File: src/rtl/blinker_pkg.sv
// Shared types and helpers for the multi-channel LED blinker.
// Mode encoding matches the two-bit cfg_mode field of a config write.
package blinker_pkg;

    typedef enum logic [1:0] {
        MODE_OFF   = 2'd0,
        MODE_ON    = 2'd1,
        MODE_BLINK = 2'd2,
        MODE_PWM   = 2'd3
    } mode_t;

    // Channel-select width; a single channel still needs a one-bit field.
    function automatic int ch_width(input int num_leds);
        return (num_leds > 1) ? $clog2(num_leds) : 1;
    endfunction

endpackage

File: src/rtl/led_channel.sv
// One LED channel: stores mode/value, runs its own counter and drives a
// registered LED bit that follows the stored state one cycle later.
module led_channel
    import blinker_pkg::*;
#(
    parameter int CNT_W = 8
) (
    input  logic             clk,
    input  logic             rst_n,
    input  logic             wr,
    input  mode_t            wr_mode,
    input  logic [CNT_W-1:0] wr_val,
    input  logic             tick,
    output logic             led
);

    mode_t            mode_reg,  mode_next;
    logic [CNT_W-1:0] val_reg,   val_next;
    logic [CNT_W-1:0] cnt_reg,   cnt_next;
    logic             phase_reg, phase_next;
    logic             led_reg,   led_next;

    always_ff @(posedge clk or negedge rst_n) begin
        if (!rst_n) begin
            mode_reg  <= MODE_OFF;
            val_reg   <= '0;
            cnt_reg   <= '0;
            phase_reg <= 1'b0;
            led_reg   <= 1'b0;
        end else begin
            mode_reg  <= mode_next;
            val_reg   <= val_next;
            cnt_reg   <= cnt_next;
            phase_reg <= phase_next;
            led_reg   <= led_next;
        end
    end

    always_comb begin
        mode_next  = mode_reg;
        val_next   = val_reg;
        cnt_next   = cnt_reg;
        phase_next = phase_reg;
        led_next   = 1'b0;

        // LED is derived from the state as it stood before this edge.
        case (mode_reg)
            MODE_ON:    led_next = 1'b1;
            MODE_BLINK: led_next = phase_reg;
            MODE_PWM:   led_next = (cnt_reg < val_reg);
            default:    led_next = 1'b0;
        endcase

        if (wr) begin
            // A write wins over a coincident tick: that tick is dropped.
            mode_next  = wr_mode;
            val_next   = wr_val;
            cnt_next   = '0;
            phase_next = 1'b0;
        end else begin
            case (mode_reg)
                MODE_BLINK: begin
                    if (tick) begin
                        if (cnt_reg == val_reg) begin
                            cnt_next   = '0;
                            phase_next = ~phase_reg;
                        end else begin
                            cnt_next = cnt_reg + 1'b1;
                        end
                    end
                end
                MODE_PWM: cnt_next = cnt_reg + 1'b1;
                default:  cnt_next = '0;
            endcase
        end
    end

    assign led = led_reg;

endmodule

File: src/rtl/multi_blinker.sv
// Multi-channel LED blinker: shared tick prescaler, config write decode with
// acknowledge pulse, and one led_channel per LED.
module multi_blinker
    import blinker_pkg::*;
#(
    parameter int NUM_LEDS = 4,
    parameter int TICK_DIV = 12000000,
    parameter int CNT_W    = 8
) (
    input  logic                                           clk,
    input  logic                                           rst_n,
    input  logic                                           cfg_we,
    input  logic [((NUM_LEDS > 1) ? $clog2(NUM_LEDS) : 1)-1:0] cfg_ch,
    input  logic [1:0]                                     cfg_mode,
    input  logic [CNT_W-1:0]                               cfg_val,
    output logic                                           cfg_ack,
    output logic                                           tick,
    output logic [NUM_LEDS-1:0]                            led
);

    localparam int CH_W  = ch_width(NUM_LEDS);
    localparam int PRE_W = $clog2(TICK_DIV);
    localparam logic [PRE_W-1:0] PRE_LAST = PRE_W'(TICK_DIV - 1);

    logic [PRE_W-1:0]    presc_reg;
    logic                tick_reg;
    logic                ack_reg;
    logic [NUM_LEDS-1:0] hit;

    always_ff @(posedge clk or negedge rst_n) begin
        if (!rst_n) begin
            presc_reg <= '0;
            tick_reg  <= 1'b0;
            ack_reg   <= 1'b0;
        end else begin
            presc_reg <= (presc_reg == PRE_LAST) ? '0 : presc_reg + 1'b1;
            tick_reg  <= (presc_reg == PRE_LAST);
            // Out-of-range channels match no decoder, so they are never acked.
            ack_reg   <= |hit;
        end
    end

    genvar gi;
    generate
        for (gi = 0; gi < NUM_LEDS; gi++) begin : g_ch
            assign hit[gi] = cfg_we && (cfg_ch == CH_W'(gi));

            led_channel #(
                .CNT_W (CNT_W)
            ) u_ch (
                .clk     (clk),
                .rst_n   (rst_n),
                .wr      (hit[gi]),
                .wr_mode (mode_t'(cfg_mode)),
                .wr_val  (cfg_val),
                .tick    (tick_reg),
                .led     (led[gi])
            );
        end
    endgenerate

    assign tick    = tick_reg;
    assign cfg_ack = ack_reg;

endmodule

File: config.mk
export PLATFORM = sky130hd
export DESIGN_NAME = multi_blinker
export DESIGN_NICKNAME = d
export VERILOG_FILES = /design/src/rtl/blinker_pkg.sv /design/src/rtl/led_channel.sv /design/src/rtl/multi_blinker.sv
export SDC_FILE = /design/constraint.sdc
export NUM_CORES = 1
export LEC_CHECK = 0
export CORE_ASPECT_RATIO = 1.4
export CORE_MARGIN = 4
export CORE_UTILIZATION = 30
export CTS_CLUSTER_SIZE = 40
export DETAILED_ROUTE_END_ITERATION = 10
export GPL_ROUTABILITY_DRIVEN = 0
export PLACE_DENSITY = 0.52
export SYNTH_ARGS = -nofsm -noshare
export SYNTH_HDL_FRONTEND = slang
export SYNTH_SLANG_ARGS = --single-unit
File: constraint.sdc
create_clock -name clk -period 2.2 [get_ports clk]
set_clock_uncertainty 0.05 [all_clocks]
set_input_delay 0.55 -clock clk [delete_from_list [all_inputs] [get_ports clk]]
set_output_delay 0.55 -clock clk [all_outputs]
set_load 0.01 [all_outputs]
==> results_dict.tcl, run 1 <==
set metrics [dict create \
    cts_tree "done" \
    clockBufferDepth 2 \
    cts-root-buf "clkbuf_16" \
    period_needed_ns 1.99 \
    postRouteAntennaNets 0 \
    final.fill_count 1769 \
    cp-end-kind "register" \
    slowest_delay_ns 0.57 \
    clk_latency_ns 0.35 \
    yosys.cell_types.count 37 \
    cp_cell_sequence "clkdlybuf4s50_1 > or3b_2 > nand3_1 > nand4_1 > xor2_1 > nor2_1" \
    path_clk_slew_ns 0.08 \
    synth_warnings 0 \
    drv_slew 0 \
    grt_antenna_before_repair 0 \
    drt_wl_total_um 11500 \
    num_rows 57 \
    relSlewSlack_pct 71.2 \
    postCtsSetupBuffers 0 \
    leakage_uw 0.00290 \
    crit_required_ns 2.44 \
    first_global_vias 3975 \
    setup_violations 0 \
    drc 0 \
    syn_to_final_growth_pct 16.7 \
    vias_per_cell 4.73 \
    grt_start_max_net_pins 46 \
    ir_drop_uv 373 \
    diodes 0 \
    ios 21 \
    grt_pass1_wl_um 19500 \
    die_h_um 166 \
    drive_above_1_share_pct 9.04 \
    syn_area_mm2 0.00537 \
    multi_input_area_mm2 0.00249 \
    rsz0062_at_grt "no" \
    critPathKind "in -> reg" \
    crit_buf_inv 1 \
    die_area_mm2 0.0201 \
    syn_avg_cell_area_um2 10.0 \
    min_path_type "in -> async" \
    hold_viol_final 0 \
    max-cap-violations 0 \
    cp_top_family "simple AND/OR/NAND/NOR gates" \
    design.core.area_mm2 0.0175 \
    max_freq_ghz 0.503 \
    syn_nets 588 \
    whs_ns 0.0757 \
    overflow 0 \
    outcome "finished, final reports clean" \
    seq_area_mm2 0.00265 \
    synth.ff_latch_count 106 \
    io_buffers 20 \
    cp_max_fo 7 \
    postCtsHoldBufs 0 \
    cts.sinks 106 \
    seq_area_frac_synth_pct 49.4 \
    cts_buffers 9 \
    die_x_um 121 \
    worstMarginPinSlew_ns 0.431 \
    vias 3836 \
    arrival_ns 2.23 \
    initial_core_util_pct 30.7 \
    htree_levels 3 \
    cts_resized 0 \
    syn_inst 536 \
    post_drt_wl_per_cell_um 14.1 \
    fin_crit_sh_pct 90.3 \
    drt-pass1-iter-count 5 \
    grt_use_total_pct 12.0 \
    fin_setup_tns_ns 0 \
    cp_slowest_cell "clkdlybuf4s50_1" \
    nNetsFinal 622 \
    drtIter0Drc 189 \
    cp-start-kind "input port" \
    power.density_mw_per_mm2 742 \
    hpwl_um 8510 \
]
[power breakdown]
group | internal, uW | switching [uW] | total, uW
logic | 271 | 371 | 642
clock network | 1050 | 756 | 1800
registers | 2100 | 98.1 | 2200
[cell type report]
class	instances	share of cell area (%)
sequential	106	42.3
multi-input combinational	376	39.7
timing repair buffer	35	5.35
tap	236	4.71
clock buffer	10	3.82
inverter	42	2.52
clock inverter	6	1.54
[final timing paths]
kind                                                          start                                   to  slack (ns)  depth (start not counted)
max in group asynchronous                                     rst_n  g_ch[2].u_ch.val_reg[4]$_DFFE_PN0P_        1.43                          2
worst max-delay path                                         cfg_we  g_ch[0].u_ch.cnt_reg[5]$_DFFE_PN0P_        0.21                          6
min in group clk                g_ch[0].u_ch.val_reg[0]$_DFFE_PN0P_  g_ch[0].u_ch.val_reg[0]$_DFFE_PN0P_        0.44                          2
worst min-delay path                                          rst_n  g_ch[0].u_ch.cnt_reg[1]$_DFFE_PN0P_        0.08                          1
worst min register to register  g_ch[0].u_ch.val_reg[0]$_DFFE_PN0P_  g_ch[0].u_ch.val_reg[0]$_DFFE_PN0P_        0.44                          2
worst max register to register  g_ch[2].u_ch.cnt_reg[1]$_DFFE_PN0P_           g_ch[2].u_ch.led$_DFF_PN0_        0.29                          6
[layout by cell type, fill, tap and decap left out, types with 2 or more instances in the layout]
| master | n |
|---|---|
| a22oi_1 | 2 |
| mux2_2 | 9 |
| ha_1 | 37 |
| clkdlybuf4s50_1 | 19 |
| dfrtp_1 | 106 |
| a31oi_1 | 6 |
| a2111o_1 | 4 |
| nor2_1 | 64 |
| o21ai_0 | 37 |
| clkinv_1 | 2 |
| nand2_1 | 53 |
| clkbuf_16 | 9 |
| xor2_1 | 41 |
| a31o_2 | 4 |
| buf_4 | 14 |
| and3_1 | 10 |
| nand4_1 | 31 |
| nor2b_1 | 5 |
| nor4_4 | 2 |
| nand3b_1 | 2 |
| nand3_1 | 23 |
| mux2i_1 | 2 |
| and4_1 | 3 |
| xnor2_1 | 8 |
| o211ai_1 | 6 |
| buf_12 | 2 |
| nor3b_2 | 2 |
| bufinv_16 | 2 |
| inv_6 | 2 |
| a21oi_1 | 16 |
| inv_1 | 40 |
[Yosys cell counts]
cell | count | area [um^2]
buf_8 | 1 | 15.0
a21oi_1 | 16 | 80.1
and4_1 | 3 | 26.3
xnor2_1 | 8 | 70.1
nor3_1 | 1 | 5.00
a2111o_1 | 4 | 45.0
mux2i_1 | 2 | 20.0
ha_1 | 37 | 463
nand2_1 | 53 | 199
nor4_4 | 2 | 42.5
clkbuf_1 | 7 | 26.3
nand4b_1 | 1 | 8.76
nand3b_1 | 2 | 15.0
nand3_1 | 23 | 115
buf_4 | 4 | 30.0
or4bb_1 | 1 | 11.3
a311oi_1 | 1 | 8.76
and3_1 | 10 | 62.6
a31oi_1 | 6 | 37.5
or4_1 | 1 | 7.51
xor2_1 | 41 | 359
clkinv_1 | 2 | 7.51
nor2_1 | 64 | 240
nor4_2 | 1 | 12.5
mux2_2 | 9 | 101
nand4_1 | 31 | 194
a31o_2 | 4 | 35.0
dfrtp_1 | 106 | 2650
o211ai_1 | 6 | 45.0
o21ai_0 | 37 | 185
a22oi_1 | 2 | 15.0
nor3b_2 | 2 | 25.0
a21o_1 | 1 | 7.51
nor2b_1 | 5 | 31.3
and2b_4 | 1 | 10.0
or3b_2 | 1 | 8.76
inv_1 | 40 | 150
[per-layer routing]
layer  vias up  global-route usage (%)  wire (um)
met1      1848                    14.3       4990
li1       1915                       -          -
met4         0                    4.88        235
met3        19                    2.15        319
met2        54                    21.2       5910
met5         -                       0          0
[per-stage QoR]
stage / instances / total power, uW / cell area (um^2) / worst slack, ns / utilization [%]
finish: 811 / 4650 / 6260 / 0.212 / 35.8
global route: 811 / 4920 / 6260 / 0.0709 / 35.8
global placement: 795 / 2860 / 5930 / -0.138 / 33.9
CTS: 811 / 4730 / 6260 / 0.224 / 35.8
detailed placement: 795 / 2890 / 5930 / -0.169 / 33.9
floorplan: 536 / 2640 / 5370 / 0.457 / -
[kinds of logic after synthesis]
group	Yosys count	synth area share (%)
XOR/XNOR	49	7.99
multiplexers	11	2.26
AND/OR/NAND/NOR	202	18.9
flip-flops	106	49.4
buffers and inverters	54	4.26
AO/OA/AOI/OAI	77	8.55
adder cells (fa/ha/maj)	37	8.62
No activity file was read; power rests on OpenSTA's default activity.
==> run 2, diff against run 1 <==
--- a/config.mk
+++ b/config.mk
@@ -8,4 +8,4 @@
 export CORE_ASPECT_RATIO = 1.4
-export CORE_MARGIN = 4
-export CORE_UTILIZATION = 30
+export CORE_MARGIN = 2
+export CORE_UTILIZATION = 29
 export CTS_CLUSTER_SIZE = 40
@@ -13,3 +13,3 @@
 export GPL_ROUTABILITY_DRIVEN = 0
-export PLACE_DENSITY = 0.52
+export PLACE_DENSITY = 0.51
 export SYNTH_ARGS = -nofsm -noshare
==> constraint.sdc (replaced) <==
create_clock -name clk -period 2.2 [get_ports clk]
set_clock_uncertainty 0.05 [all_clocks]
set_input_delay 0.66 -clock clk [delete_from_list [all_inputs] [get_ports clk]]
set_output_delay 0.66 -clock clk [all_outputs]
set_load 0.01 [all_outputs]
==> run 2 against run 1 <==
Largest power group unchanged. Clock power fell by 7%. Highest routed layer unchanged. Register-to-register slack is essentially flat. Cell area shrank 0.38%.
==> results_dict.tcl, run 2 (synthesis results as in run 1) <==
set metrics [dict create \
    hold_viol_final 0 \
    design.core.area_mm2 0.0181 \
    final_cells 815 \
    die_area_mm2 0.0196 \
    grt_start_max_net_pins 95 \
    ir_drop_uv 368 \
    reg2reg_from "g_ch[2].u_ch.cnt_reg[1]$_DFFE_PN0P_" \
    drt-pass1-iter-count 4 \
    clk_latency_ns 0.35 \
    clockBufferDepth 2 \
    fin_area_mm2 0.00624 \
    layout_common_cells "106 x dfrtp_1, 64 x nor2_1, 53 x nand2_1" \
    setup_violations 0 \
    cts_buffers 9 \
    power.density_mw_per_mm2 726 \
    relSlewSlack_pct 66.7 \
    drc 0 \
    cts_tree "done" \
    power_frac_clock_pct 37.2 \
    sw_frac_of_total_pct 27.1 \
    cp_cell_sequence "clkdlybuf4s50_1 > or3b_2 > buf_4 > nand2_1 > a31o_2 > nor2_1" \
    cp_max_fo 7 \
    total_power_uw 4530 \
    diodes 0 \
    htree_levels 3 \
    period_needed_ns 2.05 \
    rsz0062_at_grt "no" \
    startpoint "cfg_we" \
    critPathKind "in -> reg" \
    drv_slew 0 \
    whs_ns 0.100 \
    fin_util_pct 34.5 \
    post_drt_wl_per_cell_um 14.2 \
    vias_per_cell 4.70 \
    postCtsHoldBufs 0 \
    die_x_um 119 \
    max_freq_ghz 0.488 \
    crit_buf_inv 2 \
    syn_to_final_growth_pct 16.2 \
    drtIter0Drc 141 \
    r2r-end "g_ch[2].u_ch.led$_DFF_PN0_" \
    io_buffers 20 \
    cp_slowest_cell "clkdlybuf4s50_1" \
    max-cap-violations 0 \
    layout_commonest_cell "dfrtp_1" \
    cp-start-kind "input port" \
    path_clk_slew_ns 0.07 \
    crit_required_ns 2.39 \
    postCtsSetupBuffers 0 \
    vias 3828 \
    worstMarginPinSlew_ns 0.499 \
    grt_antenna_before_repair 0 \
    leakage_uw 0.00289 \
    slowest_delay_ns 0.57 \
    num_rows 58 \
    power.internal_uw 3300 \
    p_comb_share_pct 14.2 \
    nNetsFinal 622 \
    min_path_type "in -> async" \
    drt_wl_total_um 11500 \
    overflow 0 \
    dp.cells 799 \
    grt_pass1_wl_um 19600 \
    initial_core_util_pct 29.7 \
    ios 21 \
    crit_path_end "g_ch[0].u_ch.cnt_reg[2]$_DFFE_PN0P_" \
    postRouteAntennaNets 0 \
    reg2reg_slack_ns 0.28 \
    cp-end-kind "register" \
    outcome "finished, final reports clean" \
    switching_power_uw 1230 \
    cp_top_family "buffers and inverters" \
    placed_area_mm2 0.00592 \
    path_depth 6 \
    arrival_ns 2.24 \
    cts.sinks 106 \
    p_seq_share_pct 48.6 \
    grt_use_total_pct 12.6 \
    hpwl_um 8520 \
    die_h_um 165 \
    reg2reg_depth 6 \
    first_global_vias 3994 \
    fin_crit_sh_pct 93.2 \
    drive_above_1_share_pct 9.22 \
    cts-root-buf "clkbuf_16" \
]
==> run 2: cell type report <==
| cell class | count | area [um^2] |
|---|---|---|
| fillers | 1827 | 11800 |
| clock inverters | 6 | 75.1 |
| multi-input cells | 376 | 2490 |
| inverters | 42 | 158 |
| flip-flops and latches | 106 | 2650 |
| clock buffers | 10 | 239 |
| well taps | 240 | 300 |
| repair buffers | 35 | 323 |
==> run 2: per-stage QoR <==
step | TNS, ns | setup WS (ns)
2_1_floorplan | 0 | 0.404
3_3_place_gp | -2.82 | -0.223
3_5_place_dp | -3.43 | -0.270
4_1_cts | 0 | 0.105
5_1_grt | 0 | 0.0356
6_report | 0 | 0.150
==> run 2: worst min path at each step <==
stage	cells after the start	to	slack, ns
after global routing	1	presc_reg[23]$_DFF_PN0_	0.10
after floorplan	0	cfg_ack$_DFF_PN0_	0.31
after CTS	1	presc_reg[23]$_DFF_PN0_	0.1
final	1	presc_reg[23]$_DFF_PN0_	0.10
after detailed placement	2	g_ch[0].u_ch.val_reg[0]$_DFFE_PN0P_	0.42
after global placement	2	g_ch[1].u_ch.val_reg[0]$_DFFE_PN0P_	0.43
==> run 2: metal layers <==
metal / vias to the layer above / global-route usage, % / wire length (um)
met4: 0 / 4.82 / 170
li1: 1918 / - / -
met3: 11 / 2.21 / 257
met5: - / 0 / 0
met1: 1864 / 14.4 / 5050
met2: 35 / 23.4 / 6060
==> run 2: repair_timing <==
action                                  4_1_cts  5_1_grt
gates resized for setup                       0        1
hold endpoints to repair                      0        0
endpoints found under the setup margin        0        3
==> run 2: power groups by stage <==
stage | combinational [uW] | clock (uW) | sequential, uW
after floorplan | 425 | 0 | 2210
after global placement | 626 | 0 | 2240
after detailed placement | 652 | 0 | 2240
after CTS | 656 | 1740 | 2200
after global routing | 740 | 1820 | 2220
final | 642 | 1680 | 2200
==> run 3, diff against run 2 <==
CORE_MARGIN = 3   (was 2)
==> run 3 against run 2 <==
Register-to-register slack better by 0.04 ns. First-iteration DRC count up 61%. Cell count up 0.37%.
==> results_dict.tcl, run 3 (synthesis results as in run 1) <==
set metrics [dict create \
    clockBufferDepth 2 \
    design.core.area_mm2 0.0181 \
    drc 0 \
    grt_start_max_net_pins 72 \
    rsz0062_at_grt "no" \
    syn_to_final_growth_pct 16.0 \
    cp-start-kind "input port" \
    fin_setup_tns_ns 0 \
    cp_max_fo 6 \
    cts-root-buf "clkbuf_16" \
    drt-pass1-iter-count 4 \
    postCtsSetupBuffers 0 \
    die_x_um 121 \
    diodes 0 \
    layout_commonest_cell "dfrtp_1" \
    ir_drop_uv 432 \
    seq_area_mm2 0.00265 \
    fin_area_mm2 0.00623 \
    reg2reg_from "presc_reg[15]$_DFF_PN0_" \
    cts.sinks 106 \
    ios 21 \
    hold_viol_final 0 \
    grt_use_total_pct 12.0 \
    drtIter0Drc 227 \
    arrival_ns 2.34 \
    die_area_mm2 0.0202 \
    fin_crit_sh_pct 95.7 \
    p_comb_share_pct 14.5 \
    setup_violations 0 \
    slowest_delay_ns 0.55 \
    drive_above_1_share_pct 9.52 \
    drv_slew 0 \
    crit_required_ns 2.44 \
    fin_util_pct 34.5 \
    overflow 0 \
    cts_tree "done" \
    cp_slowest_cell "clkdlybuf4s50_1" \
    grt_pass1_wl_um 19500 \
    leakage_uw 0.00289 \
    postRouteAntennaNets 0 \
    critPathKind "in -> reg" \
    max-cap-violations 0 \
    post_drt_wl_per_cell_um 14.1 \
    hpwl_um 8540 \
    total_power_uw 4430 \
    worstMarginPinSlew_ns 0.429 \
    initial_core_util_pct 29.7 \
    whs_ns 0.120 \
    htree_levels 3 \
    vias_per_cell 4.76 \
    max_freq_ghz 0.475 \
    placed_area_mm2 0.00594 \
    layout_common_cells "106 x dfrtp_1, 64 x nor2_1, 53 x nand2_1" \
    postCtsHoldBufs 0 \
    io_buffers 20 \
    cts_buffers 9 \
    p_seq_share_pct 49.7 \
    cts_resized 0 \
    vias 3897 \
    period_needed_ns 2.11 \
    nNetsFinal 625 \
    power_frac_clock_pct 35.8 \
    die_h_um 167 \
    startpoint "cfg_we" \
    cp-end-kind "register" \
    outcome "finished, final reports clean" \
    multi_input_area_mm2 0.00249 \
    relSlewSlack_pct 71.2 \
    min_path_type "in -> async" \
    first_global_vias 3976 \
    path_clk_slew_ns 0.08 \
    final.fill_count 1809 \
    grt_antenna_before_repair 1 \
    num_rows 58 \
    drt_wl_total_um 11500 \
    sw_frac_of_total_pct 28.5 \
    switching_power_uw 1260 \
    clk_latency_ns 0.35 \
    cp_cell_sequence "clkdlybuf4s50_1 > or3b_2 > nand3_1 > nand4_1 > xor2_1 > nor2_1" \
    power.internal_uw 3170 \
    power.density_mw_per_mm2 712 \
]
run 3: cell count changes in the layout (fill, tap and decap cells not counted), sizes merged:
cell and delta:
buf +3, clkbuf -1, bufinv -1, clkinv -1, inv +3
run 3: power by group through the flow:
stage / registers [uW] / logic (uW) / clock network, uW
after floorplan: 2210 / 425 / 0
after global placement: 2240 / 632 / 0
after detailed placement: 2240 / 656 / 0
after CTS: 2200 / 659 / 1630
after global routing: 2220 / 750 / 1720
final: 2200 / 644 / 1590
run 3: per-stage QoR:
stage	std cells	setup slack, ns
floorplan	536	0.404
global placement	802	-0.207
detailed placement	802	-0.262
CTS	818	0.0980
global route	818	0.00241
finish	818	0.0943
run 3: layout make-up:
cell class	instances	area share, %
Sequential cell	106	42.6
Multi-Input combinational cell	376	39.9
Timing Repair Buffer	38	5.54
Tap cell	240	4.82
Clock buffer	9	3.62
Inverter	42	2.53
Clock inverter	7	0.984
run 3: layer usage:
| layer | routed length [um] | vias to the layer above | share of wire, % | track usage [%] |
|---|---|---|---|---|
| li1 | - | 1924 | - | - |
| met1 | 4970 | 1914 | 43 | 14.4 |
| met2 | 5970 | 42 | 52 | 20.9 |
| met3 | 306 | 15 | 2.7 | 2.14 |
| met4 | 281 | 2 | 2.4 | 4.98 |
| met5 | 9 | - | 0.078 | 0 |
run 3: critical path: cells and delay by family:
kind	cells	cell delay [ns]
xor+xnor	1	0.16
buf+inv	1	0.55
simple gates	4	0.97
run 3: path summary, 6_finish.rpt:
kind / depth (start not counted) / endpoint / slack, ns
max in group asynchronous: 2 / g_ch[0].u_ch.val_reg[3]$_DFFE_PN0P_ / 1.35
min: 1 / presc_reg[12]$_DFF_PN0_ / 0.12
max: 6 / g_ch[0].u_ch.cnt_reg[4]$_DFFE_PN0P_ / 0.09
min reg2reg: 2 / g_ch[0].u_ch.val_reg[0]$_DFFE_PN0P_ / 0.44
min in group clk: 2 / g_ch[0].u_ch.val_reg[0]$_DFFE_PN0P_ / 0.44
max reg2reg: 4 / presc_reg[17]$_DFF_PN0_ / 0.32
